<file path="src/rtl/lab7_3_time_keeper_if.sv">
// rtl/lab7_3_time_keeper_if.sv - set-time inputs and running-time outputs of the time keeper
`timescale 1ns/1ps
interface lab7_3_time_keeper_if;
  logic       set;
  logic       pause;
  logic [3:0] f_h1;
  logic [3:0] f_h2;
  logic [3:0] f_m1;
  logic [3:0] f_m2;
  logic [3:0] t_h1;
  logic [3:0] t_h2;
  logic [3:0] t_m1;
  logic [3:0] t_m2;
  logic [3:0] t_s1;
  logic [3:0] t_s2;
  logic       min_pulse;
  logic       day_pulse;
  logic       load_err;
  logic       running;

  // upstream set-time block and downstream consumers
  modport master (
    output set, pause, f_h1, f_h2, f_m1, f_m2,
    input  t_h1, t_h2, t_m1, t_m2, t_s1, t_s2,
    input  min_pulse, day_pulse, load_err, running
  );

  // the time keeper itself
  modport slave (
    input  set, pause, f_h1, f_h2, f_m1, f_m2,
    output t_h1, t_h2, t_m1, t_m2, t_s1, t_s2,
    output min_pulse, day_pulse, load_err, running
  );
endinterface

</file>
<file path="src/rtl/lab7_3_time_keeper.sv">
// rtl/lab7_3_time_keeper.sv - 24-hour BCD time-of-day counter with set/load/pause control
`timescale 1ns/1ps
module lab7_3_time_keeper #(
  parameter int TICK_DIV = 1
) (
  input  logic                  clk_1,
  input  logic                  rst_n,
  lab7_3_time_keeper_if.slave   tk
);

  typedef enum logic [2:0] {
    ST_IDLE,
    ST_SET,
    ST_LOAD,
    ST_RUN,
    ST_PAUSE
  } state_t;

  localparam logic [9:0] DIV_LAST = 10'(TICK_DIV - 1);

  state_t     state;
  state_t     state_nxt;
  logic [9:0] presc;
  logic [3:0] h1, h2, m1, m2, s1, s2;
  logic       min_p, day_p, err_p;

  logic load_ok;
  logic do_load;
  logic advance;
  logic tick;
  logic s2_wrap, s1_wrap, m2_wrap, m1_wrap, h2_wrap, hour_wrap;
  logic carry_m2, carry_m1, carry_h;

  // hours 20..23 are the only legal values with a tens digit of 2
  assign load_ok = (tk.f_h1 <= 4'd2) && (tk.f_h2 <= 4'd9) &&
                   (tk.f_m1 <= 4'd5) && (tk.f_m2 <= 4'd9) &&
                   !((tk.f_h1 == 4'd2) && (tk.f_h2 > 4'd3));
  assign do_load = (state == ST_LOAD) && load_ok;

  // set and pause both pre-empt counting on the cycle they are seen in RUN
  assign advance = (state == ST_RUN) && !tk.set && !tk.pause;
  assign tick    = advance && (presc == DIV_LAST);

  assign s2_wrap   = (s2 == 4'd9);
  assign s1_wrap   = (s1 == 4'd5);
  assign m2_wrap   = (m2 == 4'd9);
  assign m1_wrap   = (m1 == 4'd5);
  assign h2_wrap   = (h2 == 4'd9);
  assign hour_wrap = (h1 == 4'd2) && (h2 == 4'd3);
  assign carry_m2  = s2_wrap && s1_wrap;
  assign carry_m1  = carry_m2 && m2_wrap;
  assign carry_h   = carry_m1 && m1_wrap;

  // state register
  always_ff @(posedge clk_1 or negedge rst_n) begin
    if (!rst_n) state <= ST_IDLE;
    else        state <= state_nxt;
  end

  // next-state selection, set has priority over pause everywhere
  always_comb begin
    state_nxt = state;
    case (state)
      ST_IDLE:  if (tk.set) state_nxt = ST_SET;
                else if (!tk.pause) state_nxt = ST_RUN;
      ST_SET:   if (!tk.set) state_nxt = ST_LOAD;
      ST_LOAD:  if (tk.set) state_nxt = ST_SET;
                else if (tk.pause) state_nxt = ST_PAUSE;
                else state_nxt = ST_RUN;
      ST_RUN:   if (tk.set) state_nxt = ST_SET;
                else if (tk.pause) state_nxt = ST_PAUSE;
      ST_PAUSE: if (tk.set) state_nxt = ST_SET;
                else if (!tk.pause) state_nxt = ST_RUN;
      default:  state_nxt = ST_IDLE;
    endcase
  end

  // prescaler: cleared while setting and on a good load, held whenever not advancing
  always_ff @(posedge clk_1 or negedge rst_n) begin
    if (!rst_n)                        presc <= '0;
    else if (state == ST_SET || do_load) presc <= '0;
    else if (advance)                  presc <= tick ? 10'd0 : presc + 10'd1;
  end

  // time digits: load from the set block or ripple the one-second carry
  always_ff @(posedge clk_1 or negedge rst_n) begin
    if (!rst_n) begin
      {h1, h2, m1, m2, s1, s2} <= '0;
    end else if (do_load) begin
      h1 <= tk.f_h1;
      h2 <= tk.f_h2;
      m1 <= tk.f_m1;
      m2 <= tk.f_m2;
      s1 <= 4'd0;
      s2 <= 4'd0;
    end else if (tick) begin
      s2 <= s2_wrap ? 4'd0 : s2 + 4'd1;
      if (s2_wrap)  s1 <= s1_wrap ? 4'd0 : s1 + 4'd1;
      if (carry_m2) m2 <= m2_wrap ? 4'd0 : m2 + 4'd1;
      if (carry_m1) m1 <= m1_wrap ? 4'd0 : m1 + 4'd1;
      if (carry_h) begin
        if (hour_wrap) begin
          h1 <= 4'd0;
          h2 <= 4'd0;
        end else if (h2_wrap) begin
          h1 <= h1 + 4'd1;
          h2 <= 4'd0;
        end else begin
          h2 <= h2 + 4'd1;
        end
      end
    end
  end

  // strobes line up with the first cycle the wrapped value is visible
  always_ff @(posedge clk_1 or negedge rst_n) begin
    if (!rst_n) begin
      min_p <= 1'b0;
      day_p <= 1'b0;
      err_p <= 1'b0;
    end else begin
      min_p <= tick && carry_m2;
      day_p <= tick && carry_h && hour_wrap;
      err_p <= (state == ST_LOAD) && !load_ok;
    end
  end

  assign tk.t_h1      = h1;
  assign tk.t_h2      = h2;
  assign tk.t_m1      = m1;
  assign tk.t_m2      = m2;
  assign tk.t_s1      = s1;
  assign tk.t_s2      = s2;
  assign tk.min_pulse = min_p;
  assign tk.day_pulse = day_p;
  assign tk.load_err  = err_p;
  assign tk.running   = (state == ST_RUN);

endmodule

</file>
<file path="src/flat_wrapper.sv">
// flat-port wrapper written by rule: the top's interface ports become plain ports
module lab7_3_time_keeper_flat 
#(
  parameter int TICK_DIV = 1
)
  (clk_1, rst_n, tk_set, tk_pause, tk_f_h1, tk_f_h2, tk_f_m1, tk_f_m2, tk_t_h1, tk_t_h2, tk_t_m1, tk_t_m2, tk_t_s1, tk_t_s2, tk_min_pulse, tk_day_pulse, tk_load_err, tk_running);
  lab7_3_time_keeper_if tk_i ();
  input  logic clk_1;
  input  logic rst_n;
  input wire logic [$bits(tk_i.set)-1:0] tk_set;
  input wire logic [$bits(tk_i.pause)-1:0] tk_pause;
  input wire logic [$bits(tk_i.f_h1)-1:0] tk_f_h1;
  input wire logic [$bits(tk_i.f_h2)-1:0] tk_f_h2;
  input wire logic [$bits(tk_i.f_m1)-1:0] tk_f_m1;
  input wire logic [$bits(tk_i.f_m2)-1:0] tk_f_m2;
  output wire logic [$bits(tk_i.t_h1)-1:0] tk_t_h1;
  output wire logic [$bits(tk_i.t_h2)-1:0] tk_t_h2;
  output wire logic [$bits(tk_i.t_m1)-1:0] tk_t_m1;
  output wire logic [$bits(tk_i.t_m2)-1:0] tk_t_m2;
  output wire logic [$bits(tk_i.t_s1)-1:0] tk_t_s1;
  output wire logic [$bits(tk_i.t_s2)-1:0] tk_t_s2;
  output wire logic [$bits(tk_i.min_pulse)-1:0] tk_min_pulse;
  output wire logic [$bits(tk_i.day_pulse)-1:0] tk_day_pulse;
  output wire logic [$bits(tk_i.load_err)-1:0] tk_load_err;
  output wire logic [$bits(tk_i.running)-1:0] tk_running;
  assign tk_i.set = tk_set;
  assign tk_i.pause = tk_pause;
  assign tk_i.f_h1 = tk_f_h1;
  assign tk_i.f_h2 = tk_f_h2;
  assign tk_i.f_m1 = tk_f_m1;
  assign tk_i.f_m2 = tk_f_m2;
  assign tk_t_h1 = tk_i.t_h1;
  assign tk_t_h2 = tk_i.t_h2;
  assign tk_t_m1 = tk_i.t_m1;
  assign tk_t_m2 = tk_i.t_m2;
  assign tk_t_s1 = tk_i.t_s1;
  assign tk_t_s2 = tk_i.t_s2;
  assign tk_min_pulse = tk_i.min_pulse;
  assign tk_day_pulse = tk_i.day_pulse;
  assign tk_load_err = tk_i.load_err;
  assign tk_running = tk_i.running;
  lab7_3_time_keeper #(.TICK_DIV(TICK_DIV)) u_core (.clk_1(clk_1), .rst_n(rst_n), .tk(tk_i));
endmodule
</file>
<file path="config.mk">
export PLATFORM = sky130hd
export DESIGN_NAME = lab7_3_time_keeper_flat
export DESIGN_NICKNAME = d
export VERILOG_FILES = /design/src/rtl/lab7_3_time_keeper_if.sv /design/src/rtl/lab7_3_time_keeper.sv /design/src/flat_wrapper.sv
export SDC_FILE = /design/constraint.sdc
export NUM_CORES = 1
export LEC_CHECK = 0
export ABC_AREA = 1
export BUFFER_PORTS_ARGS = -buffer_cell sky130_fd_sc_hd__buf_2
export CELL_PAD_IN_SITES_DETAIL_PLACEMENT = 1
export CELL_PAD_IN_SITES_GLOBAL_PLACEMENT = 1
export CORE_ASPECT_RATIO = 0.7
export CORE_UTILIZATION = 40
export CTS_CLUSTER_DIAMETER = 60
export DETAILED_ROUTE_END_ITERATION = 10
export GPL_ROUTABILITY_DRIVEN = 0
export GPL_TIMING_DRIVEN = 0
export PLACE_DENSITY_LB_ADDON = 0.2
export RECOVER_POWER = 25
export SETUP_SLACK_MARGIN = 0.4
export SLEW_MARGIN = 10
export SYNTH_ARGS = -nofsm -noshare
export SYNTH_HDL_FRONTEND = slang
export SYNTH_SLANG_ARGS = --single-unit
</file>
<file path="constraint.sdc">
create_clock -name clk_1 -period 1.8 [get_ports clk_1]
set_input_delay 0.09 -clock clk_1 [delete_from_list [all_inputs] [get_ports clk_1]]
set_output_delay 0.09 -clock clk_1 [all_outputs]
set_load 0.01 [all_outputs]
</file>
==> reports/metrics.yaml <==
outcome: "complete, but fails checks"
violations: "setup timing"
antenna_left: 0
cts_tree: "yes"
top_layer_used: "met4"
synth.distinct_cells: 34
routed-via-count: 3481
overflow: 0
syn_inst: 394
routed-wl-met3_um: 1260
min_to: "u_core.tk.t_h2[0]"
drc: 0
place_hpwl_um: 5930
viasPerCell: 5.91
min_path_type: "input port to flip-flop"
cp-start-kind: "flip-flop"
avgSynthCellArea_um2: 6.88
cp_max_fo: 4
rows: 24
rrSetupSlack_ns: -0.1
cts_buffers: 5
drt-total-wl_um: 14300
drive_gt1_share_pct: 35.5
hold_viol: 0
grt_use_total_pct: 32.1
clkLatencyLatePin_ns: 0.32
start_util_pct: 42.4
fin_cells: 589
dr_wl_met2_um: 6700
die_w_um: 100
fin_nets: 525
synth-seq-cells: 40
pre_cts_slack_ns: -0.0140
h-tree-depth: 2
seq_area_mm2: 0.00101
final_common_cell: "nand2_1"
cellPowerDensity_mw_per_mm2: 1010
die_y_um: 70.9
syn2layout_area_growth_pct: 51.1
whs_ns: 0.0391
clock_sinks: 40
async_flop_share_pct: 100
maxSlewViolCount: 0
antenna_found_initial: 0
core_mm2: 0.00640
relSlewSlack_pct: 31.7
min_from: "tk_f_h2[0]"
end_kind: "flip-flop"
setup_tns_ns: -0.293
max-clock-path-buffers: 2
grt_max_degree: 41
yosys.area.top_type_share_pct: 36.9
die-area_mm2: 0.00711
portBuffers: 47
synth_flop_cell: "dfrtp_1"
design_area_mm2: 0.00410
period_share_pct: 105
final_cell_mix: "nand2_1 (121), nor2_1 (42), dfrtp_1 (36)"
root_buffer: "clkbuf_8"
synth_edf_count: 0
ys_warn_count: 0
vdd.ir_drop.worst_uv: 680
synthesis.area_mm2: 0.00271
fin_crit_ns: 1.90
p_leak_uw: 0.00213
synth_area_leaders: "dfrtp_1 (37%), nand2_1 (19%), nor2_1 (7.9%), nand3_1 (7.0%), inv_1 (5.8%)"
drt-pass1-iter-count: 5
grt_pass1_vias: 3208
routedWlPerCell_um: 24.2
ios: 48
worst_slack_ns: -0.0957
grt_setup_unrepaired: "yes"
worstReg2RegEnd: "u_core.tk.t_h2[2]"
synth_top_cell_by_area: "dfrtp_1"
grt_pass1_wl_um: 17200
n_fill_cell: 800
worstMarginPinSlew_ns: 1.02
whs_path_depth: 3
place_inst: 532
finalClockSkew_ns: 0.0124
setup_violations: 7
drt_iter0_drc: 310
dpl_cell_area_mm2: 0.00311
multi_input_area_mm2: 0.00186
maxCapViolCount: 0
r2r_cells: 9
worstSetupPathType: "flip-flop to flip-flop"
cp.required_ns: 2.05
n_antenna_cell: 0
worstReg2RegStart: "u_core.tk.t_s2[1]"
clkTransAtPathRegs_ns: 0.08
wl_met1_um: 5560
syn_nets: 422
seq_area_frac_synth_pct: 36.9
worst_ep_arrival_time_ns: 2.15
max_freq_mhz: 528
[final cells by class]
class                           count  area share, %
Tap cell                           91           2.78
Clock buffer                        8           2.20
Sequential cell                    40           24.6
Buffer                              6           2.05
Timing Repair Buffer               95           17.9
Multi-Input combinational cell    303           45.3
Inverter                           46           5.13
[worst max-delay path: stages (launching register included)]
cell and delay, ns:
dfrtp_1 0.41, inv_2 0.09, ha_4 0.12, nand3b_1 0.17
nor2_4 0.25, buf_6 0.15, nand4_1 0.25, nor2_2 0.25
nor2_1 0.08, nand2_1 0.07
[power by group]
part	internal [uW]	switching (uW)	total, uW
combinational	839	1340	2180
clock	314	381	695
sequential	1040	205	1250
[state kept, by name, summed over array words and instances, names as in the netlist]
name	count
u_core.tk.day_pulse	1
u_core.state	3
u_core.tk.t_m2	4
u_core.presc	10
u_core.tk.min_pulse	1
u_core.tk.t_m1	4
u_core.tk.t_s2	4
u_core.tk.t_h2	4
u_core.tk.t_h1	4
u_core.tk.t_s1	4
u_core.tk.load_err	1
[timing repair]
item | in CTS | in global routing
hold endpoints to repair | 40 | 1
resized for setup | 59 | 61
buffers inserted | 30 | 12
hold buffers | 1 | 1
pin swaps | 15 | 16
gates cloned | 5 | 0
setup endpoints to repair | 36 | 37
[logic make-up (layout without fill, tap and decap cells)]
logic type,after synthesis,after routing,share of synthesized area [%]
AOI/OAI and AO/OA,27,27,5.68
and+or+nand+nor,253,254,40.9
adders and majority gates,8,8,3.69
xor gates and xnor gates,14,14,4.52
buffers and inverters,52,155,8.26
DFF,40,40,36.9
[metal layers]
layer	up-vias	track usage, %
met2	241	52.1
met3	78	7.11
met1	1717	41.6
met5	-	0
met4	0	13.4
li1	1445	-
[synth_stat cells (2+ instances only)]
cell and number:
o21ai_2 2, xor2_1 13, buf_4 2, o21ai_1 5, o21ai_0 10, nand2_2 7
buf_6 2, ha_1 8, nand4_1 5, a21oi_1 5, nand2_1 134, nor2_2 2
nand3_1 38, buf_2 2, nor2_1 57, inv_2 2, inv_1 42, dfrtp_1 40
nor3_1 3
[how the worst max path moves through the flow]
stage                      startpoint                 to  slack (ns)
CTS                 u_core.tk.t_s2[1]  u_core.tk.t_m2[3]        0.20
floorplan           u_core.tk.t_s2[1]  u_core.tk.t_h1[0]        0.23
global placement    u_core.tk.t_s2[1]  u_core.tk.t_h1[1]        0.04
detailed placement  u_core.tk.t_s2[1]  u_core.tk.t_h1[0]       -0.01
finish              u_core.tk.t_s2[1]  u_core.tk.t_h2[2]        -0.1
global route        u_core.tk.t_s2[1]  u_core.tk.t_h2[2]       -0.15
[through the flow]
stage	total power [uW]	utilization, %
final	4120	64.0
after global routing	4280	64.0
after CTS	3560	58.9
after detailed placement	2460	48.6
after global placement	2390	48.6
after floorplan	2050	-
Note: power is estimated with default switching activity, not from simulation.
